[src/rtl/west_edge_feeder.sv]
// West-edge feeder for the systolic MAC array.
// Buffers row-vectors in a small FIFO and issues them as wavefront-skewed
// in_w/inst_w lane streams, one extra cycle of delay per array row.
module west_edge_feeder #(
    parameter int ROW    = 8,
    parameter int BW     = 4,
    parameter int DEPTH  = 16,
    parameter int LEN_BW = 8
) (
    input  logic                clk,
    input  logic                reset,
    input  logic                wr,
    input  logic [ROW*BW-1:0]   in,
    output logic                full,
    output logic                empty,
    input  logic                cmd_valid,
    output logic                cmd_ready,
    input  logic                cmd_op,
    input  logic [LEN_BW-1:0]   cmd_len,
    output logic [ROW*BW-1:0]   out_w,
    output logic [ROW*2-1:0]    inst_w,
    output logic                busy,
    output logic                done
);

    localparam int AW = $clog2(DEPTH);
    localparam int CW = (ROW > 1) ? $clog2(ROW) : 1;
    localparam logic [AW:0]       PTR_ONE = 1;
    localparam logic [LEN_BW-1:0] LEN_ONE = 1;

    typedef enum logic [1:0] {IDLE, ISSUE, DRAIN} state_t;

    state_t              state;
    logic                op_q;
    logic [LEN_BW-1:0]   rem_q;
    logic [CW-1:0]       cnt;

    logic [ROW*BW-1:0]   mem [DEPTH];
    logic [AW:0]         wptr;
    logic [AW:0]         rptr;
    logic                push;
    logic                pop;

    // Wavefront stage register: vector and instruction shared by all lanes
    logic [ROW*BW-1:0]   s_d;
    logic [1:0]          s_i;

    // Pointers carry a wrap bit so full and empty decode from registered state only
    assign empty = (wptr == rptr);
    assign full  = (wptr[AW] != rptr[AW]) && (wptr[AW-1:0] == rptr[AW-1:0]);
    assign push  = wr && !full;
    assign pop   = (state == ISSUE) && (rem_q != '0) && !empty;

    // FIFO storage; contents need no reset because the pointers gate visibility
    always_ff @(posedge clk) begin
        if (push)
            mem[wptr[AW-1:0]] <= in;
    end

    // FIFO pointers advance on accepted writes and on pops
    always_ff @(posedge clk) begin
        if (reset) begin
            wptr <= '0;
            rptr <= '0;
        end else begin
            if (push)
                wptr <= wptr + PTR_ONE;
            if (pop)
                rptr <= rptr + PTR_ONE;
        end
    end

    // Burst sequencer with registered handshake and completion outputs
    always_ff @(posedge clk) begin
        if (reset) begin
            state     <= IDLE;
            op_q      <= 1'b0;
            rem_q     <= '0;
            cnt       <= '0;
            cmd_ready <= 1'b1;
            busy      <= 1'b0;
            done      <= 1'b0;
        end else begin
            case (state)
                IDLE: begin
                    if (cmd_valid) begin
                        op_q      <= cmd_op;
                        rem_q     <= cmd_len;
                        cmd_ready <= 1'b0;
                        busy      <= 1'b1;
                        if (cmd_len == '0) begin
                            state <= DRAIN;
                            cnt   <= '0;
                            done  <= 1'b1;
                        end else begin
                            state <= ISSUE;
                        end
                    end
                end
                ISSUE: begin
                    if (pop) begin
                        rem_q <= rem_q - LEN_ONE;
                        if (rem_q == LEN_ONE) begin
                            state <= DRAIN;
                            cnt   <= CW'(ROW - 1);
                            done  <= (ROW == 1);
                        end
                    end
                end
                DRAIN: begin
                    if (cnt == '0) begin
                        state     <= IDLE;
                        done      <= 1'b0;
                        cmd_ready <= 1'b1;
                        busy      <= 1'b0;
                    end else begin
                        cnt  <= cnt - 1'b1;
                        done <= (cnt == CW'(1));
                    end
                end
                default: begin
                    state     <= IDLE;
                    cmd_ready <= 1'b1;
                    busy      <= 1'b0;
                    done      <= 1'b0;
                end
            endcase
        end
    end

    // Stage register loads the popped head, or a bubble on stall and drain
    always_ff @(posedge clk) begin
        if (reset) begin
            s_d <= '0;
            s_i <= 2'b00;
        end else if (pop) begin
            s_d <= mem[rptr[AW-1:0]];
            s_i <= op_q ? 2'b10 : 2'b01;
        end else begin
            s_d <= '0;
            s_i <= 2'b00;
        end
    end

    // Lane 0 is driven straight from the stage register
    assign out_w[BW-1:0] = s_d[BW-1:0];
    assign inst_w[1:0]   = s_i;

    for (genvar r = 1; r < ROW; r++) begin : g_lane
        logic [BW-1:0] pd [r];
        logic [1:0]    pi [r];

        // Lane r delay line of depth r builds the one-cycle-per-row skew
        always_ff @(posedge clk) begin
            if (reset) begin
                for (int k = 0; k < r; k++) begin
                    pd[k] <= '0;
                    pi[k] <= 2'b00;
                end
            end else begin
                pd[0] <= s_d[r*BW +: BW];
                pi[0] <= s_i;
                for (int k = 1; k < r; k++) begin
                    pd[k] <= pd[k-1];
                    pi[k] <= pi[k-1];
                end
            end
        end

        assign out_w[r*BW +: BW] = pd[r-1];
        assign inst_w[r*2 +: 2]  = pi[r-1];
    end

endmodule
[config.mk]
export PLATFORM = sky130hd
export DESIGN_NAME = west_edge_feeder
export DESIGN_NICKNAME = d
export VERILOG_FILES = /design/src/rtl/west_edge_feeder.sv
export SDC_FILE = /design/constraint.sdc
export NUM_CORES = 1
export LEC_CHECK = 0
export ABC_AREA = 1
export BUFFER_PORTS_ARGS = -buffer_cell sky130_fd_sc_hd__buf_2
export CORE_MARGIN = 5
export CORE_UTILIZATION = 57
export DETAILED_ROUTE_END_ITERATION = 12
export PLACE_DENSITY = 0.76
export SYNTH_ARGS = -nofsm -noshare
export SYNTH_HDL_FRONTEND = slang
export SYNTH_SLANG_ARGS = --single-unit
[constraint.sdc]
create_clock -name clk -period 3.5 [get_ports clk]
set_clock_uncertainty 0.1 [all_clocks]
set_input_delay 0.7 -clock clk [delete_from_list [all_inputs] [get_ports clk]]
set_output_delay 0.7 -clock clk [all_outputs]
set_load 0.005 [all_outputs]
# Yosys cells after proc, flatten, opt, wreduce, memory -nomap -nowiden
# Memories as Yosys holds them, arrays and structs flattened. A register that Yosys moved wholly into a read port is not among the register bits.
# Index checks and enable logic that the tools add are counted.
# op_classes
addsub	4
n_eq_ne	13
muxes	91
bitwise	56
reduce_logical	21
# ops
operator	count
$mux 4	28
$mux 2	34
$or 1x1->1	54
$mux 1	16
$mux 8	2
$pmux 8 s2	1
$mux 3	5
$add 5x1->5 const B	2
$ne 2x2->1 const B	5
$pmux 1 s3	3
$pmux 3 s3	1
$eq 8x1->1 const B	1
$logic_not 8->1	1
$reduce_and 4->1	2
$reduce_bool 8->1	1
$sub 8x1->8 const B	1
$pmux 2 s3	1
$reduce_and 3->1	2
$reduce_and 6->1	1
$eq 5x5->1	1
$eq 4x4->1	1
$logic_and 1x1->1	4
$reduce_or 2->1	2
$reduce_or 4->1	1
other kinds (13)	15
# totals
register_bits	29
mem_bits_rw	680
in_bits	45
output_inout_bits	53
word_cells	210
memories	15
# mem_list
memory	depth	word_bits	read_ports	rd_ports_with_merged_regs	write_ports	line	source
mem	16	32	1	1	1	38	logic [ROW*BW-1:0] mem [DEPTH];
g_lane[7].pd	7	4	7	0	7	150	logic [BW-1:0] pd [r];
g_lane[6].pd	6	4	6	0	6	150	
g_lane[5].pd	5	4	5	0	5	150	
g_lane[4].pd	4	4	4	0	4	150	
g_lane[7].pi	7	2	7	0	7	151	logic [1:0] pi [r];
9 more memories	n/a	n/a	n/a	n/a	n/a	n/a	

# Longest topological paths before layout
# logic_depth
word_depth	6
ltp_mapped	12
ltp_nobuf	11

# Least setup slack after synthesis
# No wires, ideal clock.
# synth_timing
path_type	register to register
startpoint	register rptr[0]
endpoint	memory mem[0][0] (netlist name), enable pin
arrival_time_ps	2490
path_slack_ps	489
stages_incl_launch_ff	11
period_less_slack_ps	3011
cell_sequence	dfxtp_1 buf_6 buf_6 nand2_2 nand2_2 nor2_4 nand3_1 nand2_2 inv_2 nand2_1 nor2_1
# synth_via
elab_chain_len	6
# synth_lines
element	line	source
start, declared	40	logic [AW:0] rptr;
start signal, assigned	69	rptr <= rptr + PTR_ONE;
$eq 4x4->1	50	assign full = (wptr[AW] != rptr[AW]) && (wptr[AW-1:0] == rptr[AW-1:0]);
$logic_and 1x1->1	50	
$logic_not 1->1	51	assign push = wr && !full;
$logic_and 1x1->1	51	
$mux 1	56	if (push)
$mux 1 (not written as such)	57	mem[wptr[AW-1:0]] <= in;
end, declared	38	
# No other way between the ends.

# Worst setup path after layout
# layout_timing
startpoint	register rptr[1]
endpoint	memory mem[10][23] (netlist name), enable pin
# Same word-level chain as after synthesis.

==> run metrics <==
WP data arrival=between 3 and 4 ns; Netlist Area Pre-Place=0.0261 sq mm; Crit Path Max Fanout=40; RePlAce Congestion=0.845; vias in the first global route=approximately 16000; Worst VDD drop=around 0.5 mV; Routed Antenna Nets=0; 1st-iter DRT viols=1925; crit path launch=rptr[1]; clock slew at reported path FFs=approximately 0.06 ns; RSZ-0062 raised after global routing=no; fin crit share=a little over four fifths; Worst slew margin=around a quarter; global route overflow=0; CP required=3.70 ns; Reg area=0.0191 sq mm; sequential-to-total area share from yosys stat=73.2%; Least-Margin Pin Slew=1.12 ns; core area=~0.045 sq mm; area of the multi-input gates=0.00572 sq mm; syn_area_per_cell=11.9 sq um; Max Fclk=343 MHz; Vias=16600; cell count after synthesis=2191; # setup viols final=0; row count=78; Clock Latency Late Sink=0.61 ns; PwrDens=668 mW/mm^2; CTS tree=done; Chip Height=224 microns; hold buffer count at CTS=0; yosys warns=0; area grow syn2layout=12.2%; total negative slack=0 ns; Final Util=64.6%; clock sinks=699; layout cell share with drive strength beyond 1=11.7%; DRC=0; Total Nets Final=roughly 2300; final critical-path setup slack=0.587 ns; HP Start=g_lane[5].pd[0][9]; TritonCTS Buffers=67; post-synthesis cell type count=36; final wirelength=about 58000 microns; hpwl dp=34000 microns; Port Buf Inserts=97; die area=around 0.05 sq mm; fin. max-slew vios=0; Hold Path Class=register to register; Startpoint Class=register; Tot GR Track Use=23.0%; Fillers=3226; Chip Width=224 microns; vias per cell=5.72; Initial Util=about 58%; Max H-tree Level=3; fin crit period=2.91 ns; # Post-CTS Setup Buffers=0; largest net degree at the start of global routing=259; number of iterations in the first detailed-routing pass=6; worst slack, placed=~0.64 ns; FF-to-FF Start=rptr[1]; synthesized net count=between 2000 and 2500; element type at the critical path end=register; post_cts resized=0; outcome=finished clean; FF+latch count, synth=699; WL/cell=20.1 microns; Hold Fails Final Rpt=0; Max clock buf depth=3; initial antenna violation count=2; Top-Level Pins=98; CTS root buffer=clkbuf_16; Pleak=around 10 nW; Crit Path Category=register to register; top cell type's share of synthesized area=58.9%; max-cap viol count=0; Synth area leader=edfxtp_1; first-pass GRT wire length=approximately 90000 microns; synth top area cells=edfxtp_1, dfxtp_1, nor2_1
registers in the layout, summed over array words and instances (netlist names), 3 cells and up:
name	cells
cnt	3
mem	512
wptr	5
g_lane.pi	14
g_lane.pd	112
rem_q	8
rptr	5
s_d	32
final timing paths:
path / cells past startpoint / to / slack, ns
worst max-delay path: 9 / mem[10][23] / 0.59
worst min-delay path: 2 / g_lane[5].pd[0][13] / 0.29
worst max register to register: 9 / mem[10][23] / 0.59
worst min register to register: 2 / g_lane[5].pd[0][13] / 0.29
per-layer routing:
metal	routed length, microns	global-route usage [%]	share of wire [%]
met5	0	0	0
met4	1490	7.71	2.6
met3	6240	6.01	11
met2	27600	36.7	48
met1	22800	31.0	39
cell usage after synthesis, drive strengths merged:
| library cell | number |
|---|---|
| a21oi | 40 |
| a31oi | 19 |
| and3 | 1 |
| buf | 79 |
| clkbuf | 67 |
| dfxtp | 187 |
| edfxtp | 512 |
| ha | 14 |
| inv | 173 |
| nand2 | 152 |
| nand3 | 39 |
| nand3b | 2 |
| nor2 | 475 |
| nor3 | 3 |
| nor3b | 2 |
| o211ai | 49 |
| o21ai | 274 |
| o21bai | 1 |
| o221ai | 15 |
| o22ai | 80 |
| o31ai | 1 |
| or2 | 2 |
| xnor2 | 4 |
through the flow:
step | hold WS (ns) | area [sq um] | total power, mW | instances
after floorplan | 0.288 | 26100 | 11.9 | 2191
after global placement | 0.289 | 27200 | 12.5 | 2773
after detailed placement | 0.292 | 27200 | 12.7 | 2773
after CTS | 0.289 | 29300 | 19.6 | 2894
after global routing | 0.299 | 29300 | 20.4 | 2895
final | 0.289 | 29300 | 19.6 | 2895
power by group:
group	switching [mW]	leakage [nW]	internal [mW]
Sequential	0.204	6.14	9.12
Clock	2.98	1.04	4.01
Combinational	2.27	2.97	0.992
cells in the final DEF (no fill, tap or decap), types with 4 or more instances in the layout:
master and instances:
a31oi_1 19, clkinv_1 8, a21oi_1 40, ha_1 14, o21ai_1 18, nand3_1 37
buf_2 96, inv_6 5, inv_2 7, o22ai_1 80, clkbuf_8 8, xnor2_1 4
inv_1 164, buf_12 15, clkbuf_16 70, nor2_4 19, clkinv_2 8, nor2_1 455
o221ai_1 15, o211ai_1 49, edfxtp_1 512, nand2_1 145, dfxtp_1 184, clkbuf_1 17
nand2_2 5, o21ai_0 256, buf_4 17
logic make-up after synthesis:
kind of cell	synth area share, %
flops	73.2
simple gates	10.3
compound gates	10.4
buf+inv	5.36
fa+ha+maj	0.671
xor+xnor	0.134
worst max-delay path, cell delays in order (launching register included):
cell and delay [ns]:
dfxtp_4 0.63, nand2_1 0.12, nand2_1 0.12, nor2_4 0.06, nand3_1 0.12, nand2_2 0.16
inv_2 0.15, nand2_1 0.27, nor2_4 0.61, buf_12 0.25
layout make-up:
| type | instances | share of cell area [%] |
|---|---|---|
| sequential | 699 | 65.3 |
| inverter | 173 | 2.24 |
| multi-input combinational | 1173 | 19.5 |
| tap | 600 | 2.56 |
| clock inverter | 26 | 0.726 |
| clock buffer | 95 | 6.57 |
| antenna | 1 | 0.00854 |
| timing repair buffer | 128 | 3.10 |
No activity file was read; power rests on OpenSTA's default activity.
